File: src/rtl/mem_port_arbiter.sv
// mem_port_arbiter: shares one memory port between NUM_REQ requesters.
// Grants at most one request per cycle. A read's requester id travels down a
// READ_LATENCY-deep tag pipeline so the data can be routed back to it.
// Optional feature macro: MEM_ARB_ROUND_ROBIN_EN
//   defined   -> round-robin arbitration from a rotating priority pointer
//   undefined -> fixed priority, lowest requester index wins
module mem_port_arbiter #(
  parameter int          NUM_REQ      = 3,
  parameter int          READ_LATENCY = 2,
  parameter logic [31:0] MMIO_ADDR_1  = 32'h0000_0FFF,
  parameter logic [31:0] MMIO_ADDR_2  = 32'h0000_1000,
  localparam int         IDW          = $clog2(NUM_REQ)
) (
  input  logic                   clock,
  input  logic                   rst,
  input  logic [NUM_REQ-1:0]     req_valid,
  output logic [NUM_REQ-1:0]     req_ready,
  input  logic [NUM_REQ-1:0]     req_we,
  input  logic [NUM_REQ*32-1:0]  req_addr,
  input  logic [NUM_REQ*32-1:0]  req_wdata,
  output logic [NUM_REQ-1:0]     rsp_valid,
  output logic [31:0]            rsp_rdata,
  output logic [IDW-1:0]         grant_id,
  output logic [31:0]            mem_addr,
  output logic [31:0]            mem_din,
  output logic                   mem_en,
  output logic                   mem_we,
  input  logic [31:0]            mem_dout
);

  if (NUM_REQ < 2 || NUM_REQ > 8) begin : g_bad_num_req
    $error("mem_port_arbiter: NUM_REQ must be 2..8");
  end
  if (READ_LATENCY < 1) begin : g_bad_latency
    $error("mem_port_arbiter: READ_LATENCY must be at least 1");
  end

  localparam int LAST = READ_LATENCY - 1;

  // Per-stage read tag; the valid bit lives in its own shift register.
  typedef struct packed {
    logic [IDW-1:0] id;
    logic           is_mmio;
    logic [31:0]    mmio_data;
  } tag_t;

  logic [NUM_REQ-1:0][31:0] addr_a;
  logic [NUM_REQ-1:0][31:0] wdata_a;

  assign addr_a  = req_addr;
  assign wdata_a = req_wdata;

  logic           gnt_any;
  logic [IDW-1:0] gnt_idx;

`ifdef MEM_ARB_ROUND_ROBIN_EN
  logic [IDW-1:0]     ptr_q, ptr_d;
  logic [NUM_REQ-1:0] rot;
  logic [IDW-1:0]     off;
  logic [IDW:0]       sum;

  // Rotate requests so the pointer sits at bit 0, take the lowest set bit,
  // then add the pointer back (mod NUM_REQ) to recover the requester index.
  always_comb begin
    rot     = NUM_REQ'({req_valid, req_valid} >> ptr_q);
    gnt_any = 1'b0;
    off     = '0;
    for (int k = NUM_REQ-1; k >= 0; k--) begin
      if (rot[k]) begin
        gnt_any = 1'b1;
        off     = IDW'(k);
      end
    end
    sum = {1'b0, ptr_q} + {1'b0, off};
    if (sum >= (IDW+1)'(NUM_REQ)) sum = sum - (IDW+1)'(NUM_REQ);
    gnt_idx = sum[IDW-1:0];
    if (rst) gnt_any = 1'b0;
  end

  // Pointer moves just past the winner after a transfer, holds otherwise.
  always_comb begin
    ptr_d = ptr_q;
    if (gnt_any) begin
      if (gnt_idx == IDW'(NUM_REQ-1)) ptr_d = '0;
      else                            ptr_d = gnt_idx + 1'b1;
    end
  end

  // Priority pointer register.
  always_ff @(posedge clock) begin
    if (rst) ptr_q <= '0;
    else     ptr_q <= ptr_d;
  end
`else
  // Fixed priority: lowest valid index wins.
  always_comb begin
    gnt_any = 1'b0;
    gnt_idx = '0;
    for (int k = NUM_REQ-1; k >= 0; k--) begin
      if (req_valid[k]) begin
        gnt_any = 1'b1;
        gnt_idx = IDW'(k);
      end
    end
    if (rst) gnt_any = 1'b0;
  end
`endif

  logic rd_issue;
  logic issue_mmio;

  // Drive the memory port from the winner; everything is zero when idle.
  always_comb begin
    req_ready = '0;
    grant_id  = '0;
    mem_en    = 1'b0;
    mem_we    = 1'b0;
    mem_addr  = '0;
    mem_din   = '0;
    rd_issue  = 1'b0;
    if (gnt_any) begin
      req_ready = NUM_REQ'(1) << gnt_idx;
      grant_id  = gnt_idx;
      mem_en    = 1'b1;
      mem_we    = req_we[gnt_idx];
      mem_addr  = addr_a[gnt_idx];
      mem_din   = wdata_a[gnt_idx];
      rd_issue  = ~req_we[gnt_idx];
    end
    issue_mmio = (mem_addr == MMIO_ADDR_1) || (mem_addr == MMIO_ADDR_2);
  end

  logic [READ_LATENCY-1:0] vld_pipe_q, vld_pipe_d;
  tag_t [READ_LATENCY-1:0] tag_q, tag_d;

  // Tag pipeline shift. MMIO data comes back combinationally in the issue
  // cycle, so it is captured here and replayed at the normal read latency.
  always_comb begin
    vld_pipe_d    = '0;
    tag_d         = tag_q;
    vld_pipe_d[0] = rd_issue;
    tag_d[0].id        = gnt_idx;
    tag_d[0].is_mmio   = issue_mmio;
    tag_d[0].mmio_data = issue_mmio ? mem_dout : '0;
    for (int s = 1; s < READ_LATENCY; s++) begin
      vld_pipe_d[s] = vld_pipe_q[s-1];
      tag_d[s]      = tag_q[s-1];
    end
  end

  // Valid bits are reset so a reset drops every in-flight read.
  always_ff @(posedge clock) begin
    if (rst) vld_pipe_q <= '0;
    else     vld_pipe_q <= vld_pipe_d;
  end

  // Tag payload needs no reset; it is qualified by the valid bits.
  always_ff @(posedge clock) begin
    tag_q <= tag_d;
  end

  // Final stage routes data to the originating requester; suppressed in reset.
  always_comb begin
    rsp_valid = '0;
    rsp_rdata = '0;
    if (vld_pipe_q[LAST] && !rst) begin
      rsp_valid = NUM_REQ'(1) << tag_q[LAST].id;
      rsp_rdata = tag_q[LAST].is_mmio ? tag_q[LAST].mmio_data : mem_dout;
    end
  end

endmodule

File: config.mk
export PLATFORM = sky130hd
export DESIGN_NAME = mem_port_arbiter
export DESIGN_NICKNAME = d
export VERILOG_FILES = /design/src/rtl/mem_port_arbiter.sv
export SDC_FILE = /design/constraint.sdc
export NUM_CORES = 1
export LEC_CHECK = 0
export CAP_MARGIN = 20
export CORE_MARGIN = 10
export CORE_UTILIZATION = 34
export DETAILED_ROUTE_END_ITERATION = 12
export GPL_TIMING_DRIVEN = 0
export PLACE_DENSITY = 0.92
export SETUP_SLACK_MARGIN = 0.15
export SYNTH_ARGS = -nofsm -noshare
export SYNTH_HDL_FRONTEND = slang
export SYNTH_SLANG_ARGS = --single-unit
File: constraint.sdc
create_clock -name clock -period 2.9 [get_ports clock]
set_clock_uncertainty 0.2 [all_clocks]
set_input_delay 0.58 -clock clock [delete_from_list [all_inputs] [get_ports clock]]
set_output_delay 0.58 -clock clock [all_outputs]
set_load 0.005 [all_outputs]
Yosys cells after proc, flatten, opt, wreduce, memory -nomap -nowiden
Cells that the tools add are included. W data, S select, Z words.

Reduce and logical (&&, ||, !) cells: 4. Order comparisons: 1. Divide/modulo/power cells: 0. Multiply operators: 0. $add $sub $neg: 0. Shift-type cells: 2. Equality and inequality tests: 2. Bitwise logic cells: 2. Mux-type cells: 22.

Operators with widths (count): $mux W32 (6); $bmux W32 S2 (2); $eq A32 B12 Y1 const B (1); $eq A32 B13 Y1 const B (1); $mux W2 (4); $mux W1 (7); $mux W3 (2); $shl A1 B2 Y3 const A (2); $lt A2 B3 Y1 const B (1); $bmux W1 S2 (1); $not A1 Y1 (2); $reduce_or A2 Y1 (1); $logic_and A1 B1 Y1 (1); $logic_not A1 Y1 (1); $logic_or A1 B1 Y1 (1).

Bits in registers: 72. ROM bits: 0. Latch bits: 0. Memories kept: 0. Logic and storage cells: 41. Memory bits (writable): 0.

Depth between registers and ports, before layout
Gate-level depths: netlist of run 1.

Depth after elaboration: 8. Depth in mapped cells: 10. Depth with buffers taken out: 7.

Worst setup path before layout of run 1
Ideal clock, no wire load.

Path kind: input port to output port. Start: input req_valid[2]. End: output mem_din[10]. Stages: 7. Path buffers: 4. Required time: 2120 ps. Arrival time: 1900 ps. Path slack: 220 ps. Cells stage by stage: buf_2 > clkbuf_1 > nand2_1 > clkbuf_1 > clkbuf_1 > nor2_1 > a211oi_1.

Word-level cells in the longest chain between the ends: 6. Elaborated cells between the ends (all ways): 10. Classes of those cells: 10 x mux.

RTL lines: start, declared (line 16) `input logic [NUM_REQ-1:0] req_valid,`; $mux W2 (3 in series) (line 100) `if (req_valid[k]) begin`; $bmux W32 S2 (line 127) `mem_din = wdata_a[gnt_idx];`; $mux W32 (implied by the code) (line 127); $mux W32 (*) (line 121) `if (gnt_any) begin`; end, declared (line 25) `output logic [31:0] mem_din,`.

Every way passes the cells marked *; elsewhere a longest branch is shown, timed or not. The select of a mux whose other input is x is not followed.

Worst setup path in the final report of run 1
Start: input req_valid[1]. End: register tag_q (netlist bit tag_d[36]).

Word-level cells in the longest chain between the ends: 7. Elaborated cells between the ends (all ways): 11. Classes of those cells: 2 x eq/ne; 8 x mux; 1 x reduce/logical.

RTL lines: $mux W2 (2 in series) (line 100); $bmux W32 S2 (line 126) `mem_addr = addr_a[gnt_idx];`; $mux W32 (implied by the code) (line 126); $mux W32 (*) (line 121); $eq A32 B12 Y1 or $eq A32 B13 Y1 (tied branches) (line 130) `issue_mmio = (mem_addr == MMIO_ADDR_1) || (mem_addr == MMIO_ADDR_2);`; $logic_or A1 B1 Y1 (*) (line 130); end signal, assigned (line 159) `tag_q <= tag_d;`; end, declared (line 134) `tag_t [READ_LATENCY-1:0] tag_q, tag_d;`.

Marks and branches as above. A chain may end at the register's enable or synchronous reset.

==> results.toml, run 1 <==
[setup_path]
cp_top_family = "simple AND/OR/NAND/NOR gates"
cp-end-kind = "flip-flop"
crit_chain = "buf_6 -> buf_8 -> bufbuf_16 -> nor2b_1 -> o31ai_2 -> nand4_1 -> nor4_2 -> a22oi_2 -> buf_12 -> buf_4 -> nor4b_2"
required_ns = 2.93
slowest_stage = "o31ai_2"
start_kind = "input pin"
path_max_fanout = 8
cp_data_arrival_time_ns = 2.83
cp.buffers_inverters = 5
crit_type = "input pin to flip-flop"
crit_path_max_incr_delay_ns = 0.36

[die]
core_sq_um = 12700
rows = 41
start_util_pct = 35.0
design.portCount = 338
die_h_microns = 134
die-width_microns = 134
fp.dieArea_sq_um = 18000

[drt]
vias_per_cell = 5.43
ant_nets = 0
drtPass1Iterations = 5
drc = 0
num_vias = 5808
wire_per_inst_microns = 24.7
postRouteWirelength_microns = 26400
dr.first_iter.drc_count = 338

[place]
dpl.hpwl_microns = 19600
place_congestion = 0.988
dp_slack_ns = -1.32
placedInstanceArea_sq_um = 8020
io_buffers = 337

[clocking]
cts_max_level = 3
numClockSinks = 72
clk_path_buf_depth = 2
cts_root_buffer = "clkbuf_16"
numCtsBuffers = 9
clock_latency_ns = 0.33
tritoncts = "yes"
clk_pin_slew_ns = 0.06

[status]
status = "finished, final reports clean"

[sta]
setup-violations-final = 0
max-slew-margin-rel_pct = 71.0
timing.final.ws_setup_ns = 0.0990
max_freq_mhz = 357
tightest_slew_ns = 0.431
tns_ns = 0
hold_viol = 0
period_needed_ns = 2.80
min_period_over_period_pct = 96.6
slew_violations = 0
hold_slack_ns = 0.119
rsz0062_at_grt = "true"

[power]
peakVddDrop_mv = 0.255
power_density_nw_per_um2 = 356
p_leak_uw = 0.00397

[synthesis]
synth_warnings = 0
synth.distinct_cells = 55
ys_top_cells_by_area = "dfxtp_1 33%, mux2i_1 15%, nor4b_2 10%"
syn_avg_cell_area_sq_um = 8.99
synth_edf_count = 0
ys_ff_latch = 72
synth_cells = 493
syn_nets = 725
yosysSeqAreaShare_pct = 32.5
ys.flop_type = "dfxtp_1"
async_flop_share_pct = 0
yosys.area.top_type_share_pct = 32.5
syn-cell-area_sq_um = 4430
yosys.area.top_type = "dfxtp_1"

[grt]
grt_start_max_net_pins = 13
grt_pass1_vias = 6258
grt_pass1_wl_microns = 37500
antenna_found_initial = 6
grt_overflow = 0
grt.total_usage_pct = 26.8

[finish]
area_growth_pct = 120
fin_area_sq_um = 9770
drive_above_1_share_pct = 30.6
fillCellCount = 824
regArea_sq_um = 1440
nets = 1118
multiInputGateArea_sq_um = 3310

[run]
max_cap_violations = 0

[worst_hold_path]
hold_path.class = "flip-flop to flip-flop"
flip-flops by register name, summed over array words and instances, names as in the netlist:
register / count
tag_d: 35
tag_q: 35
vld_pipe_q: 2
through the flow:
| step | std cells | util, % | power (uW) |
|---|---|---|---|
| after floorplan | 493 | - | 1330 |
| after global placement | 1002 | 63.3 | 1910 |
| after detailed placement | 1002 | 63.3 | 1920 |
| after CTS | 1049 | 73.8 | 3410 |
| after global routing | 1069 | 77.1 | 3600 |
| final | 1069 | 77.1 | 3480 |
kinds of logic after synthesis:
logic type	synth area share, %
AO/OA/AOI/OAI	16.0
AND/OR/NAND/NOR	29.3
multiplexers	15.4
buffers and inverters	6.78
flip-flops	32.5
synth_stat cells (4+ instances only):
library cell,number
nand2_1,10
nand3b_1,7
o221ai_1,9
and2_1,9
nor4_1,4
nor2_1,95
nor3b_1,4
dfxtp_1,72
a21oi_1,12
inv_1,9
buf_6,6
clkbuf_1,17
nor3_1,12
mux2i_1,66
buf_1,8
nand2b_1,7
a221oi_1,8
a211oi_1,34
buf_2,15
o21ai_0,4
nor4b_2,30
power breakdown:
part | total (uW) | switching (uW) | internal [uW]
combinational | 1130 | 474 | 661
sequential | 997 | 2.79 | 995
clock | 1350 | 398 | 950
total | 3480 | 875 | 2610
timing repair:
action | 4_1_cts | 5_1_grt
gates cloned | 7 | 3
resized for setup | 380 | 70
pin swaps | 38 | 13
hold endpoints to repair | 0 | 0
setup endpoints to repair | 139 | 121
hold buffers | 0 | 0
setup buffers | 24 | 11
worst paths after layout:
path / startpoint / cells after the start / slack [ns] / to
setup / recovery: req_valid[1] / 11 / 0.1 / tag_d[36]
hold / removal: tag_d[66] / 0 / 0.12 / tag_q[66]
setup reg to reg: vld_pipe_q[0] / 1 / 2.19 / vld_pipe_q[1]
hold reg to reg: tag_d[66] / 0 / 0.12 / tag_q[66]
cell type report:
type / count / area share (%)
buffer: 49 / 6.65
antenna: 6 / 0.154
sequential: 72 / 14.8
multi-input combinational: 361 / 33.9
timing repair buffer: 382 / 38.1
tap: 172 / 2.20
clock buffer: 11 / 2.49
clock inverter: 5 / 1.31
inverter: 11 / 0.423
metal layers:
layer  vias to the layer above  wire, microns  global-route usage [%]
met5                         -              0                       0
met4                         0           1450                    14.6
met3                        83           2350                    8.44
met2                       349          13200                    46.5
met1                      2767           9460                    28.3
li1                       2609              -                       -
layout by cell type, fill, tap and decap left out, drive strengths merged, types with 4 or more instances in the layout:
| cell type | Yosys | routed |
|---|---|---|
| nor3 | 12 | 12 |
| clkdlybuf4s15 | 0 | 9 |
| mux2i | 66 | 66 |
| nand2b | 7 | 7 |
| clkbuf | 17 | 38 |
| inv | 11 | 11 |
| a221oi | 8 | 8 |
| nor4b | 33 | 33 |
| and2 | 9 | 9 |
| nor2 | 96 | 96 |
| o221ai | 10 | 10 |
| buf | 32 | 104 |
| clkdlybuf4s50 | 0 | 262 |
| dlygate4sd2 | 0 | 25 |
| dfxtp | 72 | 72 |
| a211oi | 34 | 34 |
| nor3b | 4 | 4 |
| bufinv | 0 | 4 |
| o21ai | 6 | 6 |
| nand3b | 7 | 7 |
| a21oi | 12 | 12 |
| diode | 0 | 6 |
| nand2 | 10 | 10 |
| nor4 | 6 | 6 |
No activity file was read; power rests on OpenSTA's default activity.
==> run 2: changes to the inputs <==
- CORE_AREA: unset -> 2 2 132 134
- CORE_MARGIN: 10 -> unset
- CORE_UTILIZATION: 34 -> unset
- DIE_AREA: unset -> 0 0 134 136
- PLACE_DENSITY: 0.92 -> 0.77
==> run 2 against run 1 <==
  * Core utilization decreased by 18 points
  * Clock-buffer cell count unchanged
  * Non-clock buffer count increased by 10
  * Critical endpoint is now tag_d[64]
  * Largest power group is now combinational logic
==> results.toml, run 2 (synthesis gave the netlist of run 1 again) <==
[worst_hold_path]
worstHoldStart = "tag_d[68]"
hold_path.class = "flip-flop to flip-flop"

[setup_path]
start_kind = "input pin"
cp-end-kind = "flip-flop"
cp-endpoint = "tag_d[64]"
r2r_setup_slack_ns = 2.19
r2r-start = "vld_pipe_q[0]"
required_ns = 2.94
crit_type = "input pin to flip-flop"
path_max_fanout = 7
startpoint = "req_valid[1]"
cp_data_arrival_time_ns = 2.82
rr_worst_depth = 1
rr_endpoint = "vld_pipe_q[1]"

[drt]
drtPass1Iterations = 5
wire_per_inst_microns = 21.1
dr.first_iter.drc_count = 230
ant_nets = 0
vias_per_cell = 5.06
postRouteWirelength_microns = 23800
drc = 0
num_vias = 5719

[sta]
hold_viol = 0
max-slew-margin-rel_pct = 71.8
hold_slack_ns = 0.124
slew_violations = 0
rsz0062_at_grt = "true"
tightest_slew_ns = 0.423
min_period_over_period_pct = 95.8
setup-violations-final = 0
max_freq_mhz = 360
period_needed_ns = 2.78

[place]
place_congestion = 0.954
placedInstanceArea_sq_um = 8090
io_buffers = 337
dpl.hpwl_microns = 16900

[finish]
nets = 1129
fin_area_sq_um = 10000
multiInputGateArea_sq_um = 3480
regArea_sq_um = 1440
final_cell_mix = "258 x clkdlybuf4s50_1, 88 x nor2_1, 72 x dfxtp_1"
drive_above_1_share_pct = 32.2
layout_commonest_cell = "clkdlybuf4s50_1"
fin_util_pct = 59.4
area_growth_pct = 126
fillCellCount = 1419

[die]
core_sq_um = 16900
rows = 48
die-width_microns = 134
die_h_microns = 136
design.portCount = 338
fp.dieArea_sq_um = 18200
start_util_pct = 26.3

[grt]
antenna_found_initial = 3
grt_start_max_net_pins = 13
grt_pass1_wl_microns = 33300
grt.total_usage_pct = 23.8
grt_pass1_vias = 5715
grt_overflow = 0

[clocking]
tritoncts = "yes"
cts_max_level = 3
clk_pin_slew_ns = 0.06
numClockSinks = 72
cts_root_buffer = "clkbuf_16"
numCtsBuffers = 9
clk_path_buf_depth = 2
hold_buffers = 0
clock_latency_ns = 0.33

[status]
status = "finished, final reports clean"

[power]
p_leak_uw = 0.00409
power_density_nw_per_um2 = 314
peakVddDrop_mv = 0.255
power_uw = 3150

[run]
max_cap_violations = 0
==> run 2: worst min path at each step <==
| stage | endpoint | slack [ns] | depth (start not counted) |
|---|---|---|---|
| 6_report | tag_q[68] | 0.12 | 0 |
| 5_1_grt | tag_q[39] | 0.13 | 0 |
| 4_1_cts | tag_q[39] | 0.12 | 0 |
| 3_5_place_dp | tag_q[65] | 0.11 | 0 |
| 3_3_place_gp | tag_q[69] | 0.11 | 0 |
| 2_1_floorplan | tag_q[35] | 0.11 | 0 |
==> run 2: critical path, cell delays in order <==
cell and delay, ns:
buf_8 0.11, buf_6 0.13, buf_8 0.14, or4b_4 0.54, o221ai_4 0.10, o21ai_2 0.10
nor4_4 0.28, buf_6 0.17, a31oi_4 0.19, clkbuf_16 0.23, nor4b_4 0.25
==> run 2: cell type report <==
class / count / share of cell area, %
Antenna cell: 3 / 0.0749
Buffer: 49 / 6.64
Clock buffer: 11 / 2.32
Clock inverter: 5 / 0.337
Inverter: 11 / 0.500
Multi-Input combinational cell: 362 / 34.7
Sequential cell: 72 / 14.4
Tap cell: 225 / 2.81
Timing Repair Buffer: 392 / 38.2
==> run 2: per-layer routing <==
| metal | wire [microns] | share of wire, % | vias to the layer above | track usage [%] |
|---|---|---|---|---|
| met5 | 0 | 0 | - | 0 |
| met4 | 853 | 3.6 | 0 | 8.33 |
| met3 | 1560 | 6.6 | 57 | 5.03 |
| met2 | 12100 | 51 | 282 | 41.8 |
| met1 | 9300 | 39 | 2737 | 28.8 |
| li1 | - | - | 2643 | - |
==> run 2: where the power goes <==
part           switching (uW)  internal, uW
registers                1.93           995
logic                     489           681
clock network             405           577
total                     896          2250
==> run 2: metrics by stage <==
step           instances  worst slack (ns)  setup TNS, ns
2_1_floorplan        493             0.220              0
3_3_place_gp        1055             -1.62        -127.46
3_5_place_dp        1055             -1.61        -126.77
4_1_cts             1108             0.105              0
5_1_grt             1130            0.0581              0
6_report            1130             0.123              0
==> run 2: what timing repair did <==
| action | CTS | global route |
|---|---|---|
| endpoints found under the setup margin | 139 | 106 |
| buffers inserted | 31 | 13 |
| gates resized for setup | 380 | 98 |
| cloned | 6 | 6 |
| pin swaps | 32 | 31 |
